==> config.mk <==
export PLATFORM = sky130hd
export DESIGN_NAME = uvma_obi_prot_chkr
export DESIGN_NICKNAME = d
export VERILOG_FILES = /design/src/rtl/uvma_obi_chkr_pkg.sv /design/src/rtl/uvma_obi_chkr_id_fifo.sv /design/src/rtl/uvma_obi_prot_chkr.sv
export SDC_FILE = /design/constraint.sdc
export NUM_CORES = 1
export LEC_CHECK = 0
export ABC_AREA = 0
export CAP_MARGIN = 20
export CORE_MARGIN = 5
export CORE_UTILIZATION = 40
export DETAILED_ROUTE_END_ITERATION = 7
export PLACE_DENSITY = 0.69
export SLEW_MARGIN = 20
export SYNTH_ARGS = -nofsm -noshare
export SYNTH_HDL_FRONTEND = slang
export SYNTH_SLANG_ARGS = --single-unit
==> constraint.sdc <==
create_clock -name clk -period 3.05 [get_ports clk]
set_input_delay 0.305 -clock clk [delete_from_list [all_inputs] [get_ports clk]]
set_output_delay 0.305 -clock clk [all_outputs]
set_load 0.005 [all_outputs]
==> src/rtl/uvma_obi_chkr_pkg.sv <==
// rtl/uvma_obi_chkr_pkg.sv - shared error codes and constants for the OBI protocol checker
package uvma_obi_chkr_pkg;

  localparam int UVMA_OBI_CHKR_N_ERR = 6;

  // Values double as bit indices into err_sticky/err_pulse
  typedef enum logic [2:0] {
    UVMA_OBI_CHKR_A_STABLE    = 3'd0,
    UVMA_OBI_CHKR_R_STABLE    = 3'd1,
    UVMA_OBI_CHKR_OVERFLOW    = 3'd2,
    UVMA_OBI_CHKR_UNDERFLOW   = 3'd3,
    UVMA_OBI_CHKR_TIMEOUT     = 3'd4,
    UVMA_OBI_CHKR_ID_MISMATCH = 3'd5
  } uvma_obi_chkr_err_enum;

endpackage

==> src/rtl/uvma_obi_chkr_id_fifo.sv <==
// rtl/uvma_obi_chkr_id_fifo.sv - in-order FIFO of A-channel IDs awaiting their response
module uvma_obi_chkr_id_fifo #(
  parameter int ID_W  = 4,
  parameter int DEPTH = 4
) (
  input  logic            clk,
  input  logic            reset,
  input  logic            push_i,
  input  logic [ID_W-1:0] data_i,
  input  logic            pop_i,
  output logic            full_o,
  output logic            empty_o,
  output logic [ID_W-1:0] head_o
);

  localparam int PW = (DEPTH > 1) ? $clog2(DEPTH) : 1;
  localparam int CW = $clog2(DEPTH + 1);

  logic [ID_W-1:0] mem_q [DEPTH];
  logic [PW-1:0]   wr_q, wr_d;
  logic [PW-1:0]   rd_q, rd_d;
  logic [CW-1:0]   cnt_q, cnt_d;
  logic            do_push;
  logic            do_pop;

  function automatic logic [PW-1:0] ptr_inc(input logic [PW-1:0] p);
    return (p == PW'(DEPTH - 1)) ? '0 : p + PW'(1);
  endfunction

  assign full_o  = (cnt_q == CW'(DEPTH));
  assign empty_o = (cnt_q == '0);
  assign head_o  = mem_q[rd_q];

  // A pop frees the head slot in the same cycle, so push while full is fine then
  assign do_pop  = pop_i & ~empty_o;
  assign do_push = push_i & (~full_o | do_pop);

  always_comb begin
    wr_d  = do_push ? ptr_inc(wr_q) : wr_q;
    rd_d  = do_pop ? ptr_inc(rd_q) : rd_q;
    cnt_d = cnt_q + CW'(do_push) - CW'(do_pop);
  end

  always_ff @(posedge clk) begin
    if (reset) begin
      wr_q  <= '0;
      rd_q  <= '0;
      cnt_q <= '0;
    end else begin
      wr_q  <= wr_d;
      rd_q  <= rd_d;
      cnt_q <= cnt_d;
    end
  end

  always_ff @(posedge clk) begin
    if (do_push) mem_q[wr_q] <= data_i;
  end

endmodule

==> src/rtl/uvma_obi_prot_chkr.sv <==
// rtl/uvma_obi_prot_chkr.sv - passive OBI A/R protocol checker with sticky/pulse flags and error count
// Optional in-order ID matching is enabled by defining UVMA_OBI_CHKR_ID_CHECK_EN.
module uvma_obi_prot_chkr
  import uvma_obi_chkr_pkg::*;
#(
  parameter int ADDR_W          = 32,
  parameter int DATA_W          = 32,
  parameter int ID_W            = 4,
  parameter int MAX_OUTSTANDING = 4,
  parameter int TIMEOUT_CYCLES  = 256,
  parameter int CNT_W           = 16
) (
  input  logic                                 clk,
  input  logic                                 reset,
  input  logic                                 req,
  input  logic                                 gnt,
  input  logic [ADDR_W-1:0]                    addr,
  input  logic                                 we,
  input  logic [DATA_W/8-1:0]                  be,
  input  logic [DATA_W-1:0]                    wdata,
  input  logic [ID_W-1:0]                      aid,
  input  logic                                 rvalid,
  input  logic                                 rready,
  input  logic [DATA_W-1:0]                    rdata,
  input  logic                                 err,
  input  logic [ID_W-1:0]                      rid,
  input  logic                                 clr,
  output logic [UVMA_OBI_CHKR_N_ERR-1:0]       err_sticky,
  output logic [UVMA_OBI_CHKR_N_ERR-1:0]       err_pulse,
  output logic [CNT_W-1:0]                     err_count,
  output logic [$clog2(MAX_OUTSTANDING+1)-1:0] outstanding
);

  localparam int OW     = $clog2(MAX_OUTSTANDING + 1);
  localparam int WD_W   = (TIMEOUT_CYCLES > 0) ? $clog2(TIMEOUT_CYCLES + 1) : 1;
  localparam int TO_LIM = (TIMEOUT_CYCLES > 0) ? TIMEOUT_CYCLES : 0;
  localparam int TO_M1  = (TIMEOUT_CYCLES > 0) ? TIMEOUT_CYCLES - 1 : 0;

  logic                          a_hs, r_hs;
  logic                          a_wait_q;
  logic [ADDR_W-1:0]             addr_q;
  logic                          we_q;
  logic [DATA_W/8-1:0]           be_q;
  logic [DATA_W-1:0]             wdata_q;
  logic [ID_W-1:0]               aid_q;
  logic                          r_wait_q;
  logic [DATA_W-1:0]             rdata_q;
  logic                          rerr_q;
  logic [ID_W-1:0]               rid_q;

  logic [OW-1:0]                 cur_q, cur_d;
  logic [WD_W-1:0]               wd_q, wd_d;
  logic                          wd_inc;
  logic                          ovf, unf, tmo, id_mis;
  logic                          a_unstable, r_unstable;
  logic [UVMA_OBI_CHKR_N_ERR-1:0] viol;
  logic                          any_viol;
  logic [UVMA_OBI_CHKR_N_ERR-1:0] sticky_q, sticky_d;
  logic [UVMA_OBI_CHKR_N_ERR-1:0] pulse_q;
  logic [CNT_W-1:0]              count_q, count_d;

  assign a_hs = req & gnt;
  assign r_hs = rvalid & rready;

  assign a_unstable = a_wait_q & (~req | (addr != addr_q) | (we != we_q) | (be != be_q) |
                                  (aid != aid_q) | (we & (wdata != wdata_q)));
  assign r_unstable = r_wait_q & (~rvalid | (rdata != rdata_q) | (err != rerr_q) | (rid != rid_q));

  assign unf = r_hs & (cur_q == '0);
  assign ovf = a_hs & ~r_hs & (cur_q == OW'(MAX_OUTSTANDING));

  // A response can never share the grant cycle, so an underflow leaves only the new grant in flight
  always_comb begin
    if (unf)      cur_d = OW'(a_hs);
    else if (ovf) cur_d = OW'(MAX_OUTSTANDING);
    else          cur_d = cur_q + OW'(a_hs) - OW'(r_hs);
  end

  assign wd_inc = (TIMEOUT_CYCLES != 0) && (cur_q != '0) && !r_hs && (wd_q != WD_W'(TO_LIM));
  assign tmo    = wd_inc && (wd_q == WD_W'(TO_M1));

  always_comb begin
    if (r_hs || (cur_q == '0)) wd_d = '0;
    else if (wd_inc)           wd_d = wd_q + WD_W'(1);
    else                       wd_d = wd_q;
  end

`ifdef UVMA_OBI_CHKR_ID_CHECK_EN
  logic [ID_W-1:0] id_head;
  logic            id_empty;
  logic            id_full_unused;
  logic            id_pop;

  assign id_pop = r_hs & ~unf;
  assign id_mis = id_pop & ~id_empty & (rid != id_head);

  uvma_obi_chkr_id_fifo #(
    .ID_W  (ID_W),
    .DEPTH (MAX_OUTSTANDING)
  ) u_id_fifo (
    .clk     (clk),
    .reset   (reset),
    .push_i  (a_hs & ~ovf),
    .data_i  (aid),
    .pop_i   (id_pop),
    .full_o  (id_full_unused),
    .empty_o (id_empty),
    .head_o  (id_head)
  );
`else
  assign id_mis = 1'b0;
`endif

  always_comb begin
    viol                            = '0;
    viol[UVMA_OBI_CHKR_A_STABLE]    = a_unstable;
    viol[UVMA_OBI_CHKR_R_STABLE]    = r_unstable;
    viol[UVMA_OBI_CHKR_OVERFLOW]    = ovf;
    viol[UVMA_OBI_CHKR_UNDERFLOW]   = unf;
    viol[UVMA_OBI_CHKR_TIMEOUT]     = tmo;
    viol[UVMA_OBI_CHKR_ID_MISMATCH] = id_mis;
  end

  assign any_viol = |viol;

  // A violation coinciding with clr survives the clear
  always_comb begin
    sticky_d = clr ? viol : (sticky_q | viol);
    if (clr)                                   count_d = any_viol ? CNT_W'(1) : '0;
    else if (any_viol && (count_q != '1))      count_d = count_q + CNT_W'(1);
    else                                       count_d = count_q;
  end

  always_ff @(posedge clk) begin
    if (reset) begin
      a_wait_q <= 1'b0;
      addr_q   <= '0;
      we_q     <= 1'b0;
      be_q     <= '0;
      wdata_q  <= '0;
      aid_q    <= '0;
      r_wait_q <= 1'b0;
      rdata_q  <= '0;
      rerr_q   <= 1'b0;
      rid_q    <= '0;
      cur_q    <= '0;
      wd_q     <= '0;
      sticky_q <= '0;
      pulse_q  <= '0;
      count_q  <= '0;
    end else begin
      a_wait_q <= req & ~gnt;
      addr_q   <= addr;
      we_q     <= we;
      be_q     <= be;
      wdata_q  <= wdata;
      aid_q    <= aid;
      r_wait_q <= rvalid & ~rready;
      rdata_q  <= rdata;
      rerr_q   <= err;
      rid_q    <= rid;
      cur_q    <= cur_d;
      wd_q     <= wd_d;
      sticky_q <= sticky_d;
      pulse_q  <= viol;
      count_q  <= count_d;
    end
  end

  assign err_sticky  = sticky_q;
  assign err_pulse   = pulse_q;
  assign err_count   = count_q;
  assign outstanding = cur_q;

endmodule
==> flow_summary.toml <==
[critical_path]
critPathRequiredTime_ns = 3.39
cp-end-kind = "register"
crit_fanout = 6
critPathLaunchType = "input port"
path_class = "input port to register"
critPathArrivalTime_ns = 2.77

[power_and_ir_drop]
cellPowerDensity_nw_per_um2 = 606
leakage_nw = 3.33
vdd_ir_drop_max_v = 0.000360

[synthesis]
syn_inst = 593
ys_types = 48
ys_warn_count = 0
yosys.cell_count.top_type = "dfxtp_1"
syn_area_um2 = 5990
ys_top_cells_by_count = "150 x dfxtp_1, 108 x nor2b_1, 70 x xor2_1"
synthArstFlopShare = 0
ys_ff_latch = 150
synth_edf_count = 0
seq_area_frac_synth = 0.502
ys.flop_type = "dfxtp_1"
yosys-top-cells-area = "dfxtp_1 50%, nor2b_1 11%, xor2_1 10%"
yosysTopAreaCellShare = 0.502
avgSynthCellArea_um2 = 10.1
synth_top_area_cell = "dfxtp_1"

[grt]
grt_max_degree = 87
grt_pass1_wl_um = 22100
grt_remaining_overflow = 0
track_usage = 0.153
antenna_found_initial = 1
first_global_vias = 4610

[placement]
placed_cells = 905
detailed_place_hpwl_um = 9910
place_area_um2 = 7610
place.gp.congestion = 0.814
port-buffer-count = 145

[clocking]
clk_pin_slew_worst_paths_ns = 0.06
ctsResizeCount = 0
hold_buffers = 0
numCtsBuffers = 17
cts.sinks = 150
h-tree-depth = 4
post-cts-setup-buffer-count = 0
insertion_delay_ns = 0.41
clock_path_buffers = 2
cts_root_buffer = "clkbuf_16"
cts_tree = "built"

[status]
outcome = "completed"

[route]
top_layer = "met5"
route.met3.wl_um = 860
drt-initial-drc-count = 169
wirelength_um = 13200
routedWlPerCell_um = 14.0
wirelength_met1_um = 5880
via_count = 4504
via_per_inst = 4.81
drc = 0
wl_met2_um = 6170
first_pass_iters = 4
drtAntennaViolNets = 0

[floorplan]
start_util = 0.410
placement_rows = 44
die_w_um = 132
die_y_um = 132
dieArea_um2 = 17500
coreArea_um2 = 14600
pin_count = 148

[timing]
fmax_mhz = 412
finalSetupViolCount = 0
tightest_slew_ns = 0.843
period_minus_slack_ns = 2.42
slew-limit-headroom = 0.438
hold_viol_final = 0
slew_viol_final = 0
rsz0062_at_grt = "false"
whs_ns = 0.455
fin_skew_ns = 0.00400
period_share = 0.795
fin_setup_tns_ns = 0

[finish]
fill_cells = 1262
antenna_cells = 0
stdcell_area_um2 = 8270
drive_gt1_frac = 0.0558
fin_cells = 937
nets = 865
area_delta_synth_final_pct = 38.1

[worst_hold_path]
hp-class = "register to register"

[job]
max_cap_viol_count = 0
[placed cells by master (no fill, tap or decap), types with 2 or more instances in the layout]
cell             instances
dfxtp_1                150
clkdlybuf4s50_1        144
nor2b_1                108
xor2_1                  70
xnor2_1                 42
nor2_1                  29
nand2_1                 23
nand4_1                 20
nor4_1                  19
clkbuf_16               17
inv_1                   15
nand3_1                 11
a21oi_1                 10
ha_1                     7
and3_1                   6
or3_1                    6
mux2i_1                  6
and2_1                   5
a21o_1                   5
bufinv_16                5
buf_4                    5
clkbuf_8                 4
nor4b_1                  3
and4_1                   3
mux2_2                   3
clkbuf_1                 3
o22ai_1                  2
a221oi_1                 2
a31oi_1                  2
a41o_1                   2
o21ai_0                  2
nor3b_1                  2
conb_1                   2
clkinv_2                 2
[cell type report]
class                   count  area (um^2)  share of cell area
clock buffers              24          492              0.0595
clock inverters             8          168              0.0203
inverters                  15         56.3             0.00681
multi-input cells         407         2840               0.344
flip-flops and latches    150         3000               0.363
well taps                 184          230              0.0278
repair buffers            149         1480               0.179
[where the power goes]
group          internal [mW]  switching, mW
registers               2.06         0.0585
clock network           1.54          0.769
logic                  0.335          0.244
[through the flow]
stage,setup WS (ns),power [mW],utilization
final,0.626,5.01,0.567
after floorplan,0.911,2.46,-
after detailed placement,0.167,2.75,0.522
after CTS,0.603,5.08,0.567
after global placement,0.183,2.73,0.522
after global routing,0.419,5.24,0.567
[sequential cells by signal (all words and copies together) (netlist names), 4 cells and up]
name	count
addr_q	32
rdata_q	32
wdata_q	32
err_count	16
wd_q	9
err_pulse	5
err_sticky	5
aid_q	4
be_q	4
rid_q	4
[cell families after synthesis]
group / synth area share
AND/OR/NAND/NOR: 0.230
flip-flops: 0.502
XOR/XNOR: 0.164
buffers and inverters: 0.0247
AO/OA/AOI/OAI: 0.0456
multiplexers: 0.0157
adder cells (fa/ha/maj): 0.0180
other: 0.000626
[final timing paths]
path / cells after the start / slack, ns / startpoint / to
max reg2reg: 8 / 0.68 / rerr_q / err_count[0]
min: 1 / 0.45 / err_sticky[3] / err_sticky[3]
max: 9 / 0.63 / rdata[27] / err_count[0]
min reg2reg: 1 / 0.45 / err_sticky[3] / err_sticky[3]
[critical path: stages]
cell and delay (ns):
clkdlybuf4s50_1 0.46, xor2_1 0.16, nor4_1 0.40, nand4_1 0.13, o31ai_1 0.36, and4_1 0.33
a21oi_2 0.12, or3b_1 0.37, a21oi_1 0.13
[layer usage]
metal,global-route usage,vias up
met3,0.0504,23
met4,0.0650,2
met2,0.239,128
met1,0.195,2106
li1,-,2245
met5,0,-
Note: power is estimated with default switching activity, not from simulation.
